## src/rtl/tl_ul_source_arbiter_pkg.sv

```systemverilog
// Shared definitions for the two-client TileLink-UL source arbiter.
//   - TileLink opcodes that decide whether a message has more than one beat
//   - arbiter FSM state type
//   - num_beats(): beat count of a message from its size field
package tl_ul_arb_pkg;

    localparam logic [2:0] PUT_FULL = 3'd0;   // A: PutFullData
    localparam logic [2:0] PUT_PART = 3'd1;   // A: PutPartialData
    localparam logic [2:0] ACK_DATA = 3'd1;   // D: AccessAckData

    typedef enum logic {
        IDLE   = 1'b0,
        LOCKED = 1'b1
    } arb_state_t;

    // Number of beats of a data-carrying message of 2^size bytes on a
    // 2^beat_lg byte bus. Messages no wider than the bus take one beat.
    function automatic logic [7:0] num_beats(input logic [2:0] size, input logic [2:0] beat_lg);
        if (size > beat_lg)
            num_beats = 8'd1 << (size - beat_lg);
        else
            num_beats = 8'd1;
    endfunction

endpackage

```

## src/rtl/tl_ul_source_arbiter_if.sv

```systemverilog
// One TileLink-UL A/D link.
//   master : drives A (valid + bits) and D ready; receives A ready and D (valid + bits)
//   slave  : the opposite side
// SRC_W is the source-id width (4 on the client side, 5 downstream).
interface tl_ul_source_arbiter_if #(parameter int SRC_W = 4);

    logic             a_ready;
    logic             a_valid;
    logic [2:0]       a_opcode;
    logic [2:0]       a_param;
    logic [2:0]       a_size;
    logic [SRC_W-1:0] a_source;
    logic [31:0]      a_address;
    logic [7:0]       a_mask;
    logic [63:0]      a_data;
    logic             a_corrupt;

    logic             d_ready;
    logic             d_valid;
    logic [2:0]       d_opcode;
    logic [2:0]       d_size;
    logic [SRC_W-1:0] d_source;
    logic             d_denied;
    logic [63:0]      d_data;
    logic             d_corrupt;

    modport master (
        input  a_ready,
        output a_valid, a_opcode, a_param, a_size, a_source, a_address, a_mask, a_data, a_corrupt,
        output d_ready,
        input  d_valid, d_opcode, d_size, d_source, d_denied, d_data, d_corrupt
    );

    modport slave (
        output a_ready,
        input  a_valid, a_opcode, a_param, a_size, a_source, a_address, a_mask, a_data, a_corrupt,
        input  d_ready,
        output d_valid, d_opcode, d_size, d_source, d_denied, d_data, d_corrupt
    );

endinterface

```

## src/rtl/tl_ul_beat_counter.sv

```systemverilog
// Beat tracker for one TileLink channel.
// Ports:
//   clock, reset (async, active-low)
//   fire          beat handshake on the channel
//   opcode, size  header of the message currently on the channel
//   first         current beat is the first of its message
//   last          current beat is the last of its message
// IS_D selects which opcodes carry multiple beats: Put* on A, AccessAckData on D.
module tl_ul_beat_counter
    import tl_ul_arb_pkg::*;
#(
    parameter int BEAT_LG = 3,
    parameter bit IS_D    = 1'b0
) (
    input  logic       clock,
    input  logic       reset,
    input  logic       fire,
    input  logic [2:0] opcode,
    input  logic [2:0] size,
    output logic       first,
    output logic       last
);

    logic [7:0] cnt;
    logic [7:0] beats;
    logic       burst_op;

    assign burst_op = IS_D ? (opcode == ACK_DATA)
                           : ((opcode == PUT_FULL) || (opcode == PUT_PART));
    assign beats    = num_beats(size, 3'(BEAT_LG));
    assign first    = (cnt == 8'd0);
    assign last     = !burst_op || (cnt == beats - 8'd1);

    always_ff @(posedge clock or negedge reset) begin
        if (!reset)
            cnt <= 8'd0;
        else if (fire)
            cnt <= last ? 8'd0 : cnt + 8'd1;
    end

endmodule

```

## src/rtl/tl_ul_source_arbiter.sv

```systemverilog
// Two-client TileLink-UL arbiter onto one downstream A/D link.
// A is arbitrated round-robin with zero added latency; the grant is held while
// the downstream stalls and for the whole of a multi-beat Put. The downstream
// source is {client_idx, client_source}; D is steered back by source[4].
// Per-client in-flight counters stop a client issuing new messages at MAX_INFLIGHT.
// Ports:
//   clock, reset          single clock; async active-low reset
//   auto_in0, auto_in1    client links (slave side, 4-bit source)
//   auto_out              downstream link (master side, 5-bit source)
module tl_ul_source_arbiter
    import tl_ul_arb_pkg::*;
#(
    parameter int MAX_INFLIGHT = 4,
    parameter int BEAT_LG      = 3
) (
    input  logic                   clock,
    input  logic                   reset,
    tl_ul_source_arbiter_if.slave  auto_in0,
    tl_ul_source_arbiter_if.slave  auto_in1,
    tl_ul_source_arbiter_if.master auto_out
);

    localparam logic [3:0] LIMIT = 4'(MAX_INFLIGHT);

    arb_state_t state, state_nxt;
    logic       lock_idx, lock_idx_nxt;
    logic       rr_ptr;
    logic [3:0] inflight0, inflight1;

    logic elig0, elig1, grant, grant_vld;
    logic a_fire, a_first, a_last;
    logic d_fire, d_first, d_last, d_dst;
    logic inc0, inc1, dec0, dec1;

    assign elig0 = auto_in0.a_valid && (inflight0 < LIMIT);
    assign elig1 = auto_in1.a_valid && (inflight1 < LIMIT);

    // While locked the owner keeps the grant regardless of its in-flight count.
    always_comb begin
        grant     = 1'b0;
        grant_vld = 1'b0;
        if (state == LOCKED) begin
            grant     = lock_idx;
            grant_vld = lock_idx ? auto_in1.a_valid : auto_in0.a_valid;
        end else if (elig0 && elig1) begin
            grant     = rr_ptr;
            grant_vld = 1'b1;
        end else if (elig1) begin
            grant     = 1'b1;
            grant_vld = 1'b1;
        end else if (elig0) begin
            grant_vld = 1'b1;
        end
    end

    assign auto_out.a_valid   = reset && grant_vld;
    assign auto_in0.a_ready   = reset && grant_vld && auto_out.a_ready && !grant;
    assign auto_in1.a_ready   = reset && grant_vld && auto_out.a_ready &&  grant;
    assign auto_out.a_opcode  = grant ? auto_in1.a_opcode  : auto_in0.a_opcode;
    assign auto_out.a_param   = grant ? auto_in1.a_param   : auto_in0.a_param;
    assign auto_out.a_size    = grant ? auto_in1.a_size    : auto_in0.a_size;
    assign auto_out.a_source  = {grant, (grant ? auto_in1.a_source : auto_in0.a_source)};
    assign auto_out.a_address = grant ? auto_in1.a_address : auto_in0.a_address;
    assign auto_out.a_mask    = grant ? auto_in1.a_mask    : auto_in0.a_mask;
    assign auto_out.a_data    = grant ? auto_in1.a_data    : auto_in0.a_data;
    assign auto_out.a_corrupt = grant ? auto_in1.a_corrupt : auto_in0.a_corrupt;

    assign a_fire = auto_out.a_valid && auto_out.a_ready;

    // D steering: purely combinational, selected by the client bit of the source.
    assign d_dst              = auto_out.d_source[4];
    assign auto_in0.d_valid   = reset && auto_out.d_valid && !d_dst;
    assign auto_in1.d_valid   = reset && auto_out.d_valid &&  d_dst;
    assign auto_out.d_ready   = reset && (d_dst ? auto_in1.d_ready : auto_in0.d_ready);
    assign auto_in0.d_opcode  = auto_out.d_opcode;
    assign auto_in1.d_opcode  = auto_out.d_opcode;
    assign auto_in0.d_size    = auto_out.d_size;
    assign auto_in1.d_size    = auto_out.d_size;
    assign auto_in0.d_source  = auto_out.d_source[3:0];
    assign auto_in1.d_source  = auto_out.d_source[3:0];
    assign auto_in0.d_denied  = auto_out.d_denied;
    assign auto_in1.d_denied  = auto_out.d_denied;
    assign auto_in0.d_data    = auto_out.d_data;
    assign auto_in1.d_data    = auto_out.d_data;
    assign auto_in0.d_corrupt = auto_out.d_corrupt;
    assign auto_in1.d_corrupt = auto_out.d_corrupt;

    assign d_fire = auto_out.d_valid && auto_out.d_ready;

    tl_ul_beat_counter #(.BEAT_LG(BEAT_LG), .IS_D(1'b0)) u_a_beats (
        .clock  (clock),
        .reset  (reset),
        .fire   (a_fire),
        .opcode (auto_out.a_opcode),
        .size   (auto_out.a_size),
        .first  (a_first),
        .last   (a_last)
    );

    tl_ul_beat_counter #(.BEAT_LG(BEAT_LG), .IS_D(1'b1)) u_d_beats (
        .clock  (clock),
        .reset  (reset),
        .fire   (d_fire),
        .opcode (auto_out.d_opcode),
        .size   (auto_out.d_size),
        .first  (d_first),
        .last   (d_last)
    );

    // A stalled first beat must keep its bits stable, and a multi-beat Put must
    // not be interleaved, so both cases pin the grant until the last beat fires.
    always_comb begin
        state_nxt    = state;
        lock_idx_nxt = lock_idx;
        case (state)
            IDLE: begin
                if (grant_vld && (!auto_out.a_ready || !a_last)) begin
                    state_nxt    = LOCKED;
                    lock_idx_nxt = grant;
                end
            end
            LOCKED: begin
                if (a_fire && a_last)
                    state_nxt = IDLE;
            end
            default: state_nxt = IDLE;
        endcase
    end

    always_ff @(posedge clock or negedge reset) begin
        if (!reset) begin
            state    <= IDLE;
            lock_idx <= 1'b0;
        end else begin
            state    <= state_nxt;
            lock_idx <= lock_idx_nxt;
        end
    end

    always_ff @(posedge clock or negedge reset) begin
        if (!reset)
            rr_ptr <= 1'b0;
        else if (a_fire && a_last)
            rr_ptr <= !grant;
    end

    assign inc0 = a_fire && a_first && !grant;
    assign inc1 = a_fire && a_first &&  grant;
    assign dec0 = d_fire && d_last  && !d_dst;
    assign dec1 = d_fire && d_last  &&  d_dst;

    always_ff @(posedge clock or negedge reset) begin
        if (!reset) begin
            inflight0 <= 4'd0;
            inflight1 <= 4'd0;
        end else begin
            if (inc0 && !dec0)      inflight0 <= inflight0 + 4'd1;
            else if (dec0 && !inc0) inflight0 <= inflight0 - 4'd1;
            if (inc1 && !dec1)      inflight1 <= inflight1 + 4'd1;
            else if (dec1 && !inc1) inflight1 <= inflight1 - 4'd1;
        end
    end

`ifndef SYNTHESIS
    always_ff @(posedge clock) begin
        if (reset) begin
            assert (!(dec0 && !inc0 && inflight0 == 4'd0)) else $error("inflight0 decremented at zero");
            assert (!(dec1 && !inc1 && inflight1 == 4'd0)) else $error("inflight1 decremented at zero");
            assert (!(inc0 && !dec0 && inflight0 >= LIMIT)) else $error("inflight0 incremented at limit");
            assert (!(inc1 && !dec1 && inflight1 >= LIMIT)) else $error("inflight1 incremented at limit");
            assert (!(d_fire && d_first && ((d_dst ? inflight1 : inflight0) == 4'd0)))
                else $error("D response for a client with nothing outstanding");
        end
    end
`endif

endmodule

```

## src/flat_wrapper.sv

```systemverilog
// flat-port wrapper written by rule: the top's interface ports become plain ports
module tl_ul_source_arbiter_flat import tl_ul_arb_pkg::*;
#(
    parameter int MAX_INFLIGHT = 4,
    parameter int BEAT_LG      = 3
)
  (clock, reset, auto_in0_a_ready, auto_in0_a_valid, auto_in0_a_opcode, auto_in0_a_param, auto_in0_a_size, auto_in0_a_source, auto_in0_a_address, auto_in0_a_mask, auto_in0_a_data, auto_in0_a_corrupt, auto_in0_d_ready, auto_in0_d_valid, auto_in0_d_opcode, auto_in0_d_size, auto_in0_d_source, auto_in0_d_denied, auto_in0_d_data, auto_in0_d_corrupt, auto_in1_a_ready, auto_in1_a_valid, auto_in1_a_opcode, auto_in1_a_param, auto_in1_a_size, auto_in1_a_source, auto_in1_a_address, auto_in1_a_mask, auto_in1_a_data, auto_in1_a_corrupt, auto_in1_d_ready, auto_in1_d_valid, auto_in1_d_opcode, auto_in1_d_size, auto_in1_d_source, auto_in1_d_denied, auto_in1_d_data, auto_in1_d_corrupt, auto_out_a_ready, auto_out_a_valid, auto_out_a_opcode, auto_out_a_param, auto_out_a_size, auto_out_a_source, auto_out_a_address, auto_out_a_mask, auto_out_a_data, auto_out_a_corrupt, auto_out_d_ready, auto_out_d_valid, auto_out_d_opcode, auto_out_d_size, auto_out_d_source, auto_out_d_denied, auto_out_d_data, auto_out_d_corrupt);
  tl_ul_source_arbiter_if #(.SRC_W(4)) auto_in0_i ();
  tl_ul_source_arbiter_if #(.SRC_W(4)) auto_in1_i ();
  tl_ul_source_arbiter_if #(.SRC_W(5)) auto_out_i ();
  input  logic clock;
  input  logic reset;
  output wire logic [$bits(auto_in0_i.a_ready)-1:0] auto_in0_a_ready;
  input wire logic [$bits(auto_in0_i.a_valid)-1:0] auto_in0_a_valid;
  input wire logic [$bits(auto_in0_i.a_opcode)-1:0] auto_in0_a_opcode;
  input wire logic [$bits(auto_in0_i.a_param)-1:0] auto_in0_a_param;
  input wire logic [$bits(auto_in0_i.a_size)-1:0] auto_in0_a_size;
  input wire logic [$bits(auto_in0_i.a_source)-1:0] auto_in0_a_source;
  input wire logic [$bits(auto_in0_i.a_address)-1:0] auto_in0_a_address;
  input wire logic [$bits(auto_in0_i.a_mask)-1:0] auto_in0_a_mask;
  input wire logic [$bits(auto_in0_i.a_data)-1:0] auto_in0_a_data;
  input wire logic [$bits(auto_in0_i.a_corrupt)-1:0] auto_in0_a_corrupt;
  input wire logic [$bits(auto_in0_i.d_ready)-1:0] auto_in0_d_ready;
  output wire logic [$bits(auto_in0_i.d_valid)-1:0] auto_in0_d_valid;
  output wire logic [$bits(auto_in0_i.d_opcode)-1:0] auto_in0_d_opcode;
  output wire logic [$bits(auto_in0_i.d_size)-1:0] auto_in0_d_size;
  output wire logic [$bits(auto_in0_i.d_source)-1:0] auto_in0_d_source;
  output wire logic [$bits(auto_in0_i.d_denied)-1:0] auto_in0_d_denied;
  output wire logic [$bits(auto_in0_i.d_data)-1:0] auto_in0_d_data;
  output wire logic [$bits(auto_in0_i.d_corrupt)-1:0] auto_in0_d_corrupt;
  output wire logic [$bits(auto_in1_i.a_ready)-1:0] auto_in1_a_ready;
  input wire logic [$bits(auto_in1_i.a_valid)-1:0] auto_in1_a_valid;
  input wire logic [$bits(auto_in1_i.a_opcode)-1:0] auto_in1_a_opcode;
  input wire logic [$bits(auto_in1_i.a_param)-1:0] auto_in1_a_param;
  input wire logic [$bits(auto_in1_i.a_size)-1:0] auto_in1_a_size;
  input wire logic [$bits(auto_in1_i.a_source)-1:0] auto_in1_a_source;
  input wire logic [$bits(auto_in1_i.a_address)-1:0] auto_in1_a_address;
  input wire logic [$bits(auto_in1_i.a_mask)-1:0] auto_in1_a_mask;
  input wire logic [$bits(auto_in1_i.a_data)-1:0] auto_in1_a_data;
  input wire logic [$bits(auto_in1_i.a_corrupt)-1:0] auto_in1_a_corrupt;
  input wire logic [$bits(auto_in1_i.d_ready)-1:0] auto_in1_d_ready;
  output wire logic [$bits(auto_in1_i.d_valid)-1:0] auto_in1_d_valid;
  output wire logic [$bits(auto_in1_i.d_opcode)-1:0] auto_in1_d_opcode;
  output wire logic [$bits(auto_in1_i.d_size)-1:0] auto_in1_d_size;
  output wire logic [$bits(auto_in1_i.d_source)-1:0] auto_in1_d_source;
  output wire logic [$bits(auto_in1_i.d_denied)-1:0] auto_in1_d_denied;
  output wire logic [$bits(auto_in1_i.d_data)-1:0] auto_in1_d_data;
  output wire logic [$bits(auto_in1_i.d_corrupt)-1:0] auto_in1_d_corrupt;
  input wire logic [$bits(auto_out_i.a_ready)-1:0] auto_out_a_ready;
  output wire logic [$bits(auto_out_i.a_valid)-1:0] auto_out_a_valid;
  output wire logic [$bits(auto_out_i.a_opcode)-1:0] auto_out_a_opcode;
  output wire logic [$bits(auto_out_i.a_param)-1:0] auto_out_a_param;
  output wire logic [$bits(auto_out_i.a_size)-1:0] auto_out_a_size;
  output wire logic [$bits(auto_out_i.a_source)-1:0] auto_out_a_source;
  output wire logic [$bits(auto_out_i.a_address)-1:0] auto_out_a_address;
  output wire logic [$bits(auto_out_i.a_mask)-1:0] auto_out_a_mask;
  output wire logic [$bits(auto_out_i.a_data)-1:0] auto_out_a_data;
  output wire logic [$bits(auto_out_i.a_corrupt)-1:0] auto_out_a_corrupt;
  output wire logic [$bits(auto_out_i.d_ready)-1:0] auto_out_d_ready;
  input wire logic [$bits(auto_out_i.d_valid)-1:0] auto_out_d_valid;
  input wire logic [$bits(auto_out_i.d_opcode)-1:0] auto_out_d_opcode;
  input wire logic [$bits(auto_out_i.d_size)-1:0] auto_out_d_size;
  input wire logic [$bits(auto_out_i.d_source)-1:0] auto_out_d_source;
  input wire logic [$bits(auto_out_i.d_denied)-1:0] auto_out_d_denied;
  input wire logic [$bits(auto_out_i.d_data)-1:0] auto_out_d_data;
  input wire logic [$bits(auto_out_i.d_corrupt)-1:0] auto_out_d_corrupt;
  assign auto_in0_a_ready = auto_in0_i.a_ready;
  assign auto_in0_i.a_valid = auto_in0_a_valid;
  assign auto_in0_i.a_opcode = auto_in0_a_opcode;
  assign auto_in0_i.a_param = auto_in0_a_param;
  assign auto_in0_i.a_size = auto_in0_a_size;
  assign auto_in0_i.a_source = auto_in0_a_source;
  assign auto_in0_i.a_address = auto_in0_a_address;
  assign auto_in0_i.a_mask = auto_in0_a_mask;
  assign auto_in0_i.a_data = auto_in0_a_data;
  assign auto_in0_i.a_corrupt = auto_in0_a_corrupt;
  assign auto_in0_i.d_ready = auto_in0_d_ready;
  assign auto_in0_d_valid = auto_in0_i.d_valid;
  assign auto_in0_d_opcode = auto_in0_i.d_opcode;
  assign auto_in0_d_size = auto_in0_i.d_size;
  assign auto_in0_d_source = auto_in0_i.d_source;
  assign auto_in0_d_denied = auto_in0_i.d_denied;
  assign auto_in0_d_data = auto_in0_i.d_data;
  assign auto_in0_d_corrupt = auto_in0_i.d_corrupt;
  assign auto_in1_a_ready = auto_in1_i.a_ready;
  assign auto_in1_i.a_valid = auto_in1_a_valid;
  assign auto_in1_i.a_opcode = auto_in1_a_opcode;
  assign auto_in1_i.a_param = auto_in1_a_param;
  assign auto_in1_i.a_size = auto_in1_a_size;
  assign auto_in1_i.a_source = auto_in1_a_source;
  assign auto_in1_i.a_address = auto_in1_a_address;
  assign auto_in1_i.a_mask = auto_in1_a_mask;
  assign auto_in1_i.a_data = auto_in1_a_data;
  assign auto_in1_i.a_corrupt = auto_in1_a_corrupt;
  assign auto_in1_i.d_ready = auto_in1_d_ready;
  assign auto_in1_d_valid = auto_in1_i.d_valid;
  assign auto_in1_d_opcode = auto_in1_i.d_opcode;
  assign auto_in1_d_size = auto_in1_i.d_size;
  assign auto_in1_d_source = auto_in1_i.d_source;
  assign auto_in1_d_denied = auto_in1_i.d_denied;
  assign auto_in1_d_data = auto_in1_i.d_data;
  assign auto_in1_d_corrupt = auto_in1_i.d_corrupt;
  assign auto_out_i.a_ready = auto_out_a_ready;
  assign auto_out_a_valid = auto_out_i.a_valid;
  assign auto_out_a_opcode = auto_out_i.a_opcode;
  assign auto_out_a_param = auto_out_i.a_param;
  assign auto_out_a_size = auto_out_i.a_size;
  assign auto_out_a_source = auto_out_i.a_source;
  assign auto_out_a_address = auto_out_i.a_address;
  assign auto_out_a_mask = auto_out_i.a_mask;
  assign auto_out_a_data = auto_out_i.a_data;
  assign auto_out_a_corrupt = auto_out_i.a_corrupt;
  assign auto_out_d_ready = auto_out_i.d_ready;
  assign auto_out_i.d_valid = auto_out_d_valid;
  assign auto_out_i.d_opcode = auto_out_d_opcode;
  assign auto_out_i.d_size = auto_out_d_size;
  assign auto_out_i.d_source = auto_out_d_source;
  assign auto_out_i.d_denied = auto_out_d_denied;
  assign auto_out_i.d_data = auto_out_d_data;
  assign auto_out_i.d_corrupt = auto_out_d_corrupt;
  tl_ul_source_arbiter #(.MAX_INFLIGHT(MAX_INFLIGHT), .BEAT_LG(BEAT_LG)) u_core (.clock(clock), .reset(reset), .auto_in0(auto_in0_i), .auto_in1(auto_in1_i), .auto_out(auto_out_i));
endmodule
```

## config.mk

```make
export PLATFORM = sky130hd
export DESIGN_NAME = tl_ul_source_arbiter_flat
export DESIGN_NICKNAME = d
export VERILOG_FILES = /design/src/rtl/tl_ul_source_arbiter_pkg.sv /design/src/rtl/tl_ul_source_arbiter_if.sv /design/src/rtl/tl_ul_beat_counter.sv /design/src/rtl/tl_ul_source_arbiter.sv /design/src/flat_wrapper.sv
export SDC_FILE = /design/constraint.sdc
export NUM_CORES = 1
export LEC_CHECK = 0
export CORE_AREA = 2 2 231 233
export CTS_BUF_LIST = sky130_fd_sc_hd__clkbuf_8
export CTS_CLUSTER_SIZE = 10
export DETAILED_ROUTE_END_ITERATION = 10
export DIE_AREA = 0 0 233 235
export MAX_ROUTING_LAYER = met4
export SYNTH_ARGS = -nofsm -noshare
export SYNTH_HDL_FRONTEND = slang
export SYNTH_HIERARCHICAL = 1
export SYNTH_SLANG_ARGS = --single-unit
```

## constraint.sdc

```tcl
create_clock -name clock -period 14.1 [get_ports clock]
set_clock_uncertainty 0.2 [all_clocks]
set_input_delay 2.115 -clock clock [delete_from_list [all_inputs] [get_ports clock]]
set_output_delay 2.115 -clock clock [all_outputs]
set_load 0.005 [all_outputs]
```

==> results of run 1 <==
## cell type report
cell class              count  area (sq um)
diodes                      2          5.00
clock buffers               3          41.3
clock inverters             1          3.75
fillers                  5812         43500
inverters                  15          56.3
multi-input cells         312          3140
flip-flops and latches     27           676
well taps                 688           861
repair buffers            390          3910
## power groups by stage
stage | Clock (mW) | Sequential, mW | Combinational (mW)
finish | 0.0448 | 0.127 | 1.01
CTS | 0.0459 | 0.127 | 1.02
detailed placement | 0 | 0.129 | 1.02
global route | 0.0490 | 0.132 | 1.08
global placement | 0 | 0.129 | 1.01
floorplan | 0 | 0.119 | 0.599
## critical path: stages
cell,delay [ns]
clkdlybuf4s50_1,0.56
nor4b_1,0.33
or3b_1,0.17
and2_4,0.52
buf_12,0.43
mux2_2,0.51
clkdlybuf4s50_1,0.51
## stage by stage
step                      cells  setup slack (ns)  hold WS [ns]  area (sq um)  power [mW]
after CTS                  1436              6.34         0.308          8680        1.20
after detailed placement   1432              6.33         0.293          8640        1.14
after floorplan             530              7.62         0.265          5220       0.717
final                      1438              6.36         0.315          8690        1.18
after global routing       1437              6.19         0.328          8690        1.26
after global placement     1432              6.36         0.296          8640        1.14
## routing by layer
layer / share of wire, % / up-vias / global-route usage, %
met4: 0.40 / 0 / 0.637
met1: 42 / 2247 / 14.1
met5: 0 / - / -
met2: 40 / 427 / 15.5
li1: - / 2154 / -
met3: 18 / 8 / 8.08
## registers in the layout, summed over array words and instances, names as in the netlist
signal / flops
u_core/u_a_beats/cnt: 8
u_core/u_d_beats/cnt: 8
u_core/inflight0: 4
u_core/inflight1: 4
u_core/lock_idx: 1
u_core/rr_ptr: 1
u_core/state: 1
## how the worst max path moves through the flow
stage                                end  slack, ns
3_5_place_dp        auto_out_a_source[2]       6.33
2_1_floorplan  u_core/rr_ptr$_DFFE_PN0P_       7.62
5_1_grt             auto_out_a_source[2]       6.19
3_3_place_gp        auto_out_a_source[2]       6.36
4_1_cts             auto_out_a_source[2]       6.34
6_report            auto_out_a_source[2]       6.36
==> impl_results.md, run 1 <==
* Post-Syn Area at ~5200 sq um
* Row cnt at 84
* CTS H-tree lvls at 1
* Inserted Clock Buffers at 3
* Class of the most critical setup path: in2out
* Synthesized instance count at 530
* Pwr per Cell Area at between 100 and 150 nW/um^2
* # setup viols final at 0
* Max Slew Vio Count at 0
* Chip height at ~240 microns
* Register share of total power at ~11%
* Reg clk slew, reported paths at ~0.1 ns
* Clk pwr share at under 10%
* Sw Ratio at 39.5%
* I/O pin cnt at approximately 600
* Worst vdd ir at slightly below 0.1 mV
* Int Pwr at 712 uW
* Net switching power at 466 uW
* Total grt overflow at 0
* Worst R2R Setup Slack at roughly 8.6 ns
* RR Endpoint: u_core/rr_ptr$_DFFE_PN0P_
* Fin. Hold Viols at 0
* Vias per std cell at about 3.4
* Setup TNS at 0 ns
* Fin crit period at 7.74 ns
* CP required at about 12 ns
* RSZ-0062 raised after global routing: false
* Final WL at between 30000 and 40000 microns
* Comb power frac at a little under nine tenths
* Hold Path Stages at 1
* Total Nets Final at between 1k and 1.5k
* Crit path max fanout at between 90 and 100
* Commonest cells after routing, fill and taps aside: clkdlybuf4s50_1 (387), mux2_4 (76), mux2_2 (45)
* Status: finished clean
* Post-synthesis to final-layout area growth at 66.6%
* Relative slew slack at between 30% and 40%
* First-pass GRT wire length at roughly 42000 microns
* Final period util at between 50% and 60%
* Core ar. at about 52000 sq um
* Chip width at ~230 microns
* DP Wirelength at 28800 microns
* Hold_sp: u_core/inflight0[3]$_DFFE_PN0P_
* Net Count, Synth at 867
* Hold Path End: u_core/inflight0[3]$_DFFE_PN0P_
* Crit path launch: auto_in0_a_valid
* Syn_area_per_cell at 9.84 sq um
* Setup crit start kind: primary input
* Sink Count at 27
* Worst-margin pin slew at a little over 1 ns
* Initial antenna violation count at 2
* Largest net degree at the start of global routing at 93
* Final core occ at 16.6%
* Placer Congestion at between 0.8 and 0.9
* I/O Buffers at 387
* Die Footprint at between 50000 and 60000 sq um
* Worst hold-check path type: reg2reg
* Drt wl/cell at 22.6 microns
* Fmax at around 130 MHz
* Final ANT Viol Nets at 0
* Initial Util at about 10%
* Worst Reg-to-Reg Cells at 16
* # Max-Cap Violations at 0
* CTS tree: yes
* Via count at between 4k and 5k
* DRT Pass-1 Iters at 5
* CP arrival at between 5 and 6 ns
* Commonest non-fill, non-tap cell in the layout: clkdlybuf4s50_1
* Worst-Skew Late Latency at ~0.27 ns
* CTS Root Cell: clkbuf_8
* Via count of the first global-routing pass at about 4.9k
* Layout cells sized above 1 at 19.9%
* Crit end category: output pin
* Post-CTS Hold Fix Bufs at 0
* Residual DRC at 0
* Lkg Pwr at between 3 and 4 nW
* All-Layer GR Usage at 11.3%
* Clk buf depth at 2
* Post-CTS Setup Inserts at 0
* Yosys warns at 6
* FF-to-FF Start: u_core/rr_ptr$_DFFE_PN0P_
* Drt initial violations at 194
* CTS-repair resized insts at 0
(Power assumes the default switching activity.)
==> inputs of run 2 (changes only) <==
Clock period 14.1 ns to 6.2 ns, I/O delays scaled along.
==> run 2 against run 1 <==
Die area stayed put. Worst hold slack better by 0.017 ns. Power is 130% higher.
==> impl_results.md, run 2 (synthesized netlist as in run 1, its figures left out) <==
* Status: finished clean
* Crit end category: register
* Dpl ws at 0.369 ns
* Max Slew Vio Count at 0
* Fin. Hold Viols at 0
* Initial antenna violation count at 0
* Worst-Skew Late Latency at 0.29 ns
* Commonest non-fill, non-tap cell in the layout: clkdlybuf4s50_1
* Chip width at between 200 and 250 microns
* Row cnt at between 80 and 90
* Top Registers: u_core/u_a_beats/cnt: 8 flops, u_core/u_d_beats/cnt: 8 flops
* Area of the multi-input gates at 3140 sq um
* Via count at between 4k and 5k
* DRT Pass-1 Iters at 4
* RR Endpoint: u_core/rr_ptr$_DFFE_PN0P_
* Commonest cells after routing, fill and taps aside: clkdlybuf4s50_1 (387), mux2_4 (76), mux2_2 (45)
* Layout fillers at roughly 5.8k
* # Max-Cap Violations at 0
* Register area at around 680 sq um
* Worst vdd ir at approximately 0.25 mV
* Residual DRC at 0
* Final ANT Viol Nets at 0
* Total power draw at about 2.7 mW
* Final period util at 89.0%
* Crit path launch: auto_in0_a_valid
* Reg clk slew, reported paths at approximately 0.1 ns
* Worst-margin pin slew at between 0.9 and 1 ns
* Layout cells sized above 1 at 20.6%
* CP required at 6.18 ns
* Crit path max fanout at 8
* Pwr per Cell Area at between 300 and 400 nW/um^2
* Worst R2R Setup Slack at ~1.3 ns
* Die Footprint at ~55000 sq um
* CTS-repair resized insts at 0
* Class of the most critical setup path: in2reg
* All-Layer GR Usage at about 11%
* Total grt overflow at 0
* Setup TNS at 0 ns
* Core ar. at about 52000 sq um
* FF-to-FF Start: u_core/inflight1[2]$_DFFE_PN0P_
* CTS H-tree lvls at 1
* Lkg Pwr at between 3 and 4 nW
* Largest net degree at the start of global routing at 96
* Hold Slack at about 0.33 ns
* Drt wl/cell at about 22 microns
* Worst hold-check path type: reg2reg
* Drt initial violations at around 160
* Relative slew slack at 36.6%
* Inserted Clock Buffers at 3
* Setup crit end: u_core/rr_ptr$_DFFE_PN0P_
* DP Wirelength at between 20000 and 30000 microns
* CP arrival at approximately 5.5 ns
* Hold_sp: u_core/lock_idx$_DFFE_PN0P_
* Sink Count at 27
* Fmax at approximately 180 MHz
* Via count of the first global-routing pass at 4869
* I/O pin cnt at 598
* Worst Reg-to-Reg Cells at 16
* Setup WS post-layout at ~0.68 ns
* Post-CTS Setup Inserts at 0
* Post-synthesis to final-layout area growth at 67.3%
* Clk buf depth at 2
* I/O Buffers at a little under 400
* First-pass GRT wire length at approximately 40000 microns
* Fin crit period at between 5 and 6 ns
* Setup crit start kind: primary input
* CTS Root Cell: clkbuf_8
* Chip height at 235 microns
* Placer Congestion at 0.824
* Vias per std cell at between 3 and 4
* Total Nets Final at between 1k and 1.5k
* # setup viols final at 0
* Post-CTS Hold Fix Bufs at 0
* Initial Util at approximately a tenth
* CTS tree: yes
* Final core occ at around 17%
* RSZ-0062 raised after global routing: false
* Final WL at between 30000 and 40000 microns
[run 2: worst min-delay path by stage]
stage	end	slack (ns)	cells past startpoint
3_5_place_dp	u_core/lock_idx$_DFFE_PN0P_	0.31	2
5_1_grt	u_core/u_a_beats/cnt[0]$_DFFE_PN0P_	0.36	2
4_1_cts	u_core/lock_idx$_DFFE_PN0P_	0.33	2
6_report	u_core/lock_idx$_DFFE_PN0P_	0.33	2
2_1_floorplan	u_core/inflight1[3]$_DFFE_PN0P_	0.27	1
3_3_place_gp	u_core/u_a_beats/cnt[0]$_DFFE_PN0P_	0.30	2
[run 2: per-stage QoR]
stage          instance area [sq um]  instances
2_1_floorplan                   5220        530
3_3_place_gp                    8680       1437
3_5_place_dp                    8680       1437
4_1_cts                         8720       1441
5_1_grt                         8720       1441
6_report                        8730       1442
[run 2: power by group]
| group | switching (mW) | internal [mW] | total (mW) |
|---|---|---|---|
| Sequential | 0.0738 | 0.226 | 0.300 |
| Clock | 0.0621 | 0.0459 | 0.108 |
| Combinational | 0.943 | 1.36 | 2.30 |
[run 2: cell type report]
class	instances	area share, %
Inverter	15	0.645
Antenna cell	1	0.0287
Clock inverter	1	0.0860
Tap cell	688	9.86
Timing Repair Buffer	395	45.2
Clock buffer	3	0.473
Sequential cell	27	7.74
Multi-Input combinational cell	312	35.9
[run 2: layer usage]
metal,wire [microns],vias to the layer above,global-route usage (%)
met5,0,-,-
met4,164,0,0.733
met3,6170,13,8.70
met2,12700,408,15.5
met1,12200,2220,12.4
li1,-,2156,-
[run 2: worst max-delay path, cell delays in order]
cell and delay (ns):
clkdlybuf4s50_1 0.55, nor4b_1 0.34, or3b_1 0.17, and2_4 0.18, mux2_2 0.42, and2_2 0.24
ha_1 0.39, nand2b_1 0.12, mux2i_1 0.26, ha_1 0.26, o41ai_1 0.11, a211o_1 0.24
a2111oi_2 0.40, or3_1 0.18, nand3_1 0.10, a211oi_1 0.26, mux2_2 0.36
==> inputs of run 3 (changes only) <==
Settings changed: CORE_AREA 2 2 231 233 to 3 3 233 235, DIE_AREA 0 0 233 235 to 0 0 236 238.
Clock period 6.2 ns to 5.13 ns, I/O delays scaled along.
==> run 3 against run 2 <==
Routed wire length rose by 13%. Worst hold slack gained 0.00082 ns. Via count up 4.1%. Flip-flop and latch count unchanged. Cell area up 2.1%. Clock power up 29%. Critical path depth did not move. Critical endpoint unchanged.
==> impl_results.md, run 3 (synthesized netlist as in run 1, its figures left out) <==
* Drt wl/cell at between 20 and 25 microns
* Max Slew Vio Count at 0
* Clk buf depth at 2
* Status: finished clean
* Post-synthesis to final-layout area growth at 70.8%
* Final core occ at roughly 17%
* I/O Buffers at around 390
* CTS tree: yes
* Setup crit start kind: primary input
* Residual DRC at 0
* Relative slew slack at about 40%
* DP Wirelength at around 31000 microns
* Class of the most critical setup path: in2reg
* Fmax at 206 MHz
* Core ar. at roughly 52000 sq um
* Crit path max fanout at 5
* Final WL at 35300 microns
* First-pass GRT wire length at around 45000 microns
* CP required at 5.12 ns
* Area of the multi-input gates at approximately 3200 sq um
* CP arrival at 4.86 ns
* Row cnt at 84
* Fin. Hold Viols at 0
* Initial Util at 9.95%
* Final ANT Viol Nets at 0
* RSZ-0062 raised after global routing: false
* Register area at 676 sq um
* Commonest cells after routing, fill and taps aside: clkdlybuf4s50_1 (387), mux2_4 (76), mux2_2 (45)
* Drt initial violations at 299
* CTS Root Cell: clkbuf_8
* Worst-Skew Late Latency at ~0.29 ns
* Top Registers: u_core/u_a_beats/cnt: 8 flops, u_core/u_d_beats/cnt: 8 flops
* Hold Slack at 0.333 ns
* Worst-margin pin slew at about 0.9 ns
* Worst vdd ir at ~0.24 mV
* Commonest non-fill, non-tap cell in the layout: clkdlybuf4s50_1
* Largest net degree at the start of global routing at 94
* Total Nets Final at 1112
* Post-CTS Hold Fix Bufs at 0
* Layout cells sized above 1 at roughly a quarter
* I/O pin cnt at about 600
* Inserted Clock Buffers at 3
* Reg clk slew, reported paths at between 0.1 and 0.15 ns
* Initial antenna violation count at 4
* Pwr per Cell Area at approximately 380 nW/um^2
* Via count at 4996
* Lkg Pwr at roughly 3.5 nW
* Sink Count at 27
* Final period util at between 90% and 100%
* All-Layer GR Usage at about an eighth
* CTS H-tree lvls at 1
* Die Footprint at between 50000 and 60000 sq um
* Vias per std cell at around 3.4
* Placer Congestion at between 0.8 and 0.9
* Crit end category: register
* # setup viols final at 0
* DRT Pass-1 Iters at 4
* Chip height at ~240 microns
* Fin crit period at 4.87 ns
* ANT cells at 0
* # Max-Cap Violations at 0
* Total grt overflow at 0
* Layout fillers at 5782
* Chip width at roughly 240 microns
* Via count of the first global-routing pass at between 5k and 6k
* Worst hold-check path type: reg2reg
-- run 3: worst max-delay path, cell delays in order --
cell             delay (ns)
clkdlybuf4s50_1        0.47
nor3b_2                0.20
or3b_1                 0.36
and2_4                 0.19
mux2_2                 0.28
and2_2                 0.22
ha_4                   0.28
nand2b_1               0.09
mux2i_2                0.20
ha_1                   0.21
o41ai_1                0.11
a211o_1                0.25
a2111oi_2              0.37
or3_1                  0.19
nand3_1                0.12
a211oi_2               0.19
mux2_2                 0.35
-- run 3: timing repair --
item / CTS / global route
hold endpoints to repair: 0 / 0
setup buffers: 0 / 2
setup endpoints to repair: 0 / 3
gates resized for setup: 0 / 4
-- run 3: power by group --
| group | total (mW) | switching [mW] | internal (mW) |
|---|---|---|---|
| sequential | 0.361 | 0.0880 | 0.273 |
| combinational | 2.92 | 1.20 | 1.71 |
| clock | 0.139 | 0.0836 | 0.0557 |
-- run 3: metrics by stage --
stage / setup WS, ns / power (mW) / std cells / area [sq um] / setup TNS [ns]
after floorplan: 0.0574 / 1.98 / 530 / 5230 / 0
after global placement: -0.00941 / 3.26 / 1456 / 8830 / -0.00941
after detailed placement: -0.0575 / 3.27 / 1456 / 8830 / -0.130
after CTS: 0.216 / 3.44 / 1460 / 8880 / 0
after global routing: 0.0145 / 3.63 / 1462 / 8910 / 0
final: 0.264 / 3.42 / 1462 / 8910 / 0
-- run 3: per-layer routing --
metal / track usage, % / vias to the layer above / share of wire [%]
met1: 15.6 / 2341 / 45
met3: 9.84 / 13 / 19
met5: - / - / 0
li1: - / 2198 / -
met4: 1.18 / 0 / 0.63
met2: 14.3 / 444 / 36
-- run 3: final timing paths --
kind | startpoint | to | slack, ns | cells after the start
setup reg to reg | u_core/inflight0[3]$_DFFE_PN0P_ | u_core/rr_ptr$_DFFE_PN0P_ | 0.69 | 16
hold reg to reg | u_core/u_a_beats/cnt[0]$_DFFE_PN0P_ | u_core/u_a_beats/cnt[0]$_DFFE_PN0P_ | 0.33 | 2
min in group asynchronous | reset | u_core/inflight1[0]$_DFFE_PN0P_ | 0.75 | 2
max in group asynchronous | reset | u_core/u_d_beats/cnt[4]$_DFFE_PN0P_ | 3.68 | 2
setup / recovery | auto_in1_a_valid | u_core/rr_ptr$_DFFE_PN0P_ | 0.26 | 17
hold / removal | u_core/u_a_beats/cnt[0]$_DFFE_PN0P_ | u_core/u_a_beats/cnt[0]$_DFFE_PN0P_ | 0.33 | 2
-- run 3: cell type report --
class                           instances  share of cell area, %
Clock buffer                            3                  0.464
Clock inverter                          1                 0.0843
Inverter                               15                  0.632
Multi-Input combinational cell        312                   35.5
Sequential cell                        27                   7.59
Tap cell                              688                   9.66
Timing Repair Buffer                  416                   46.1
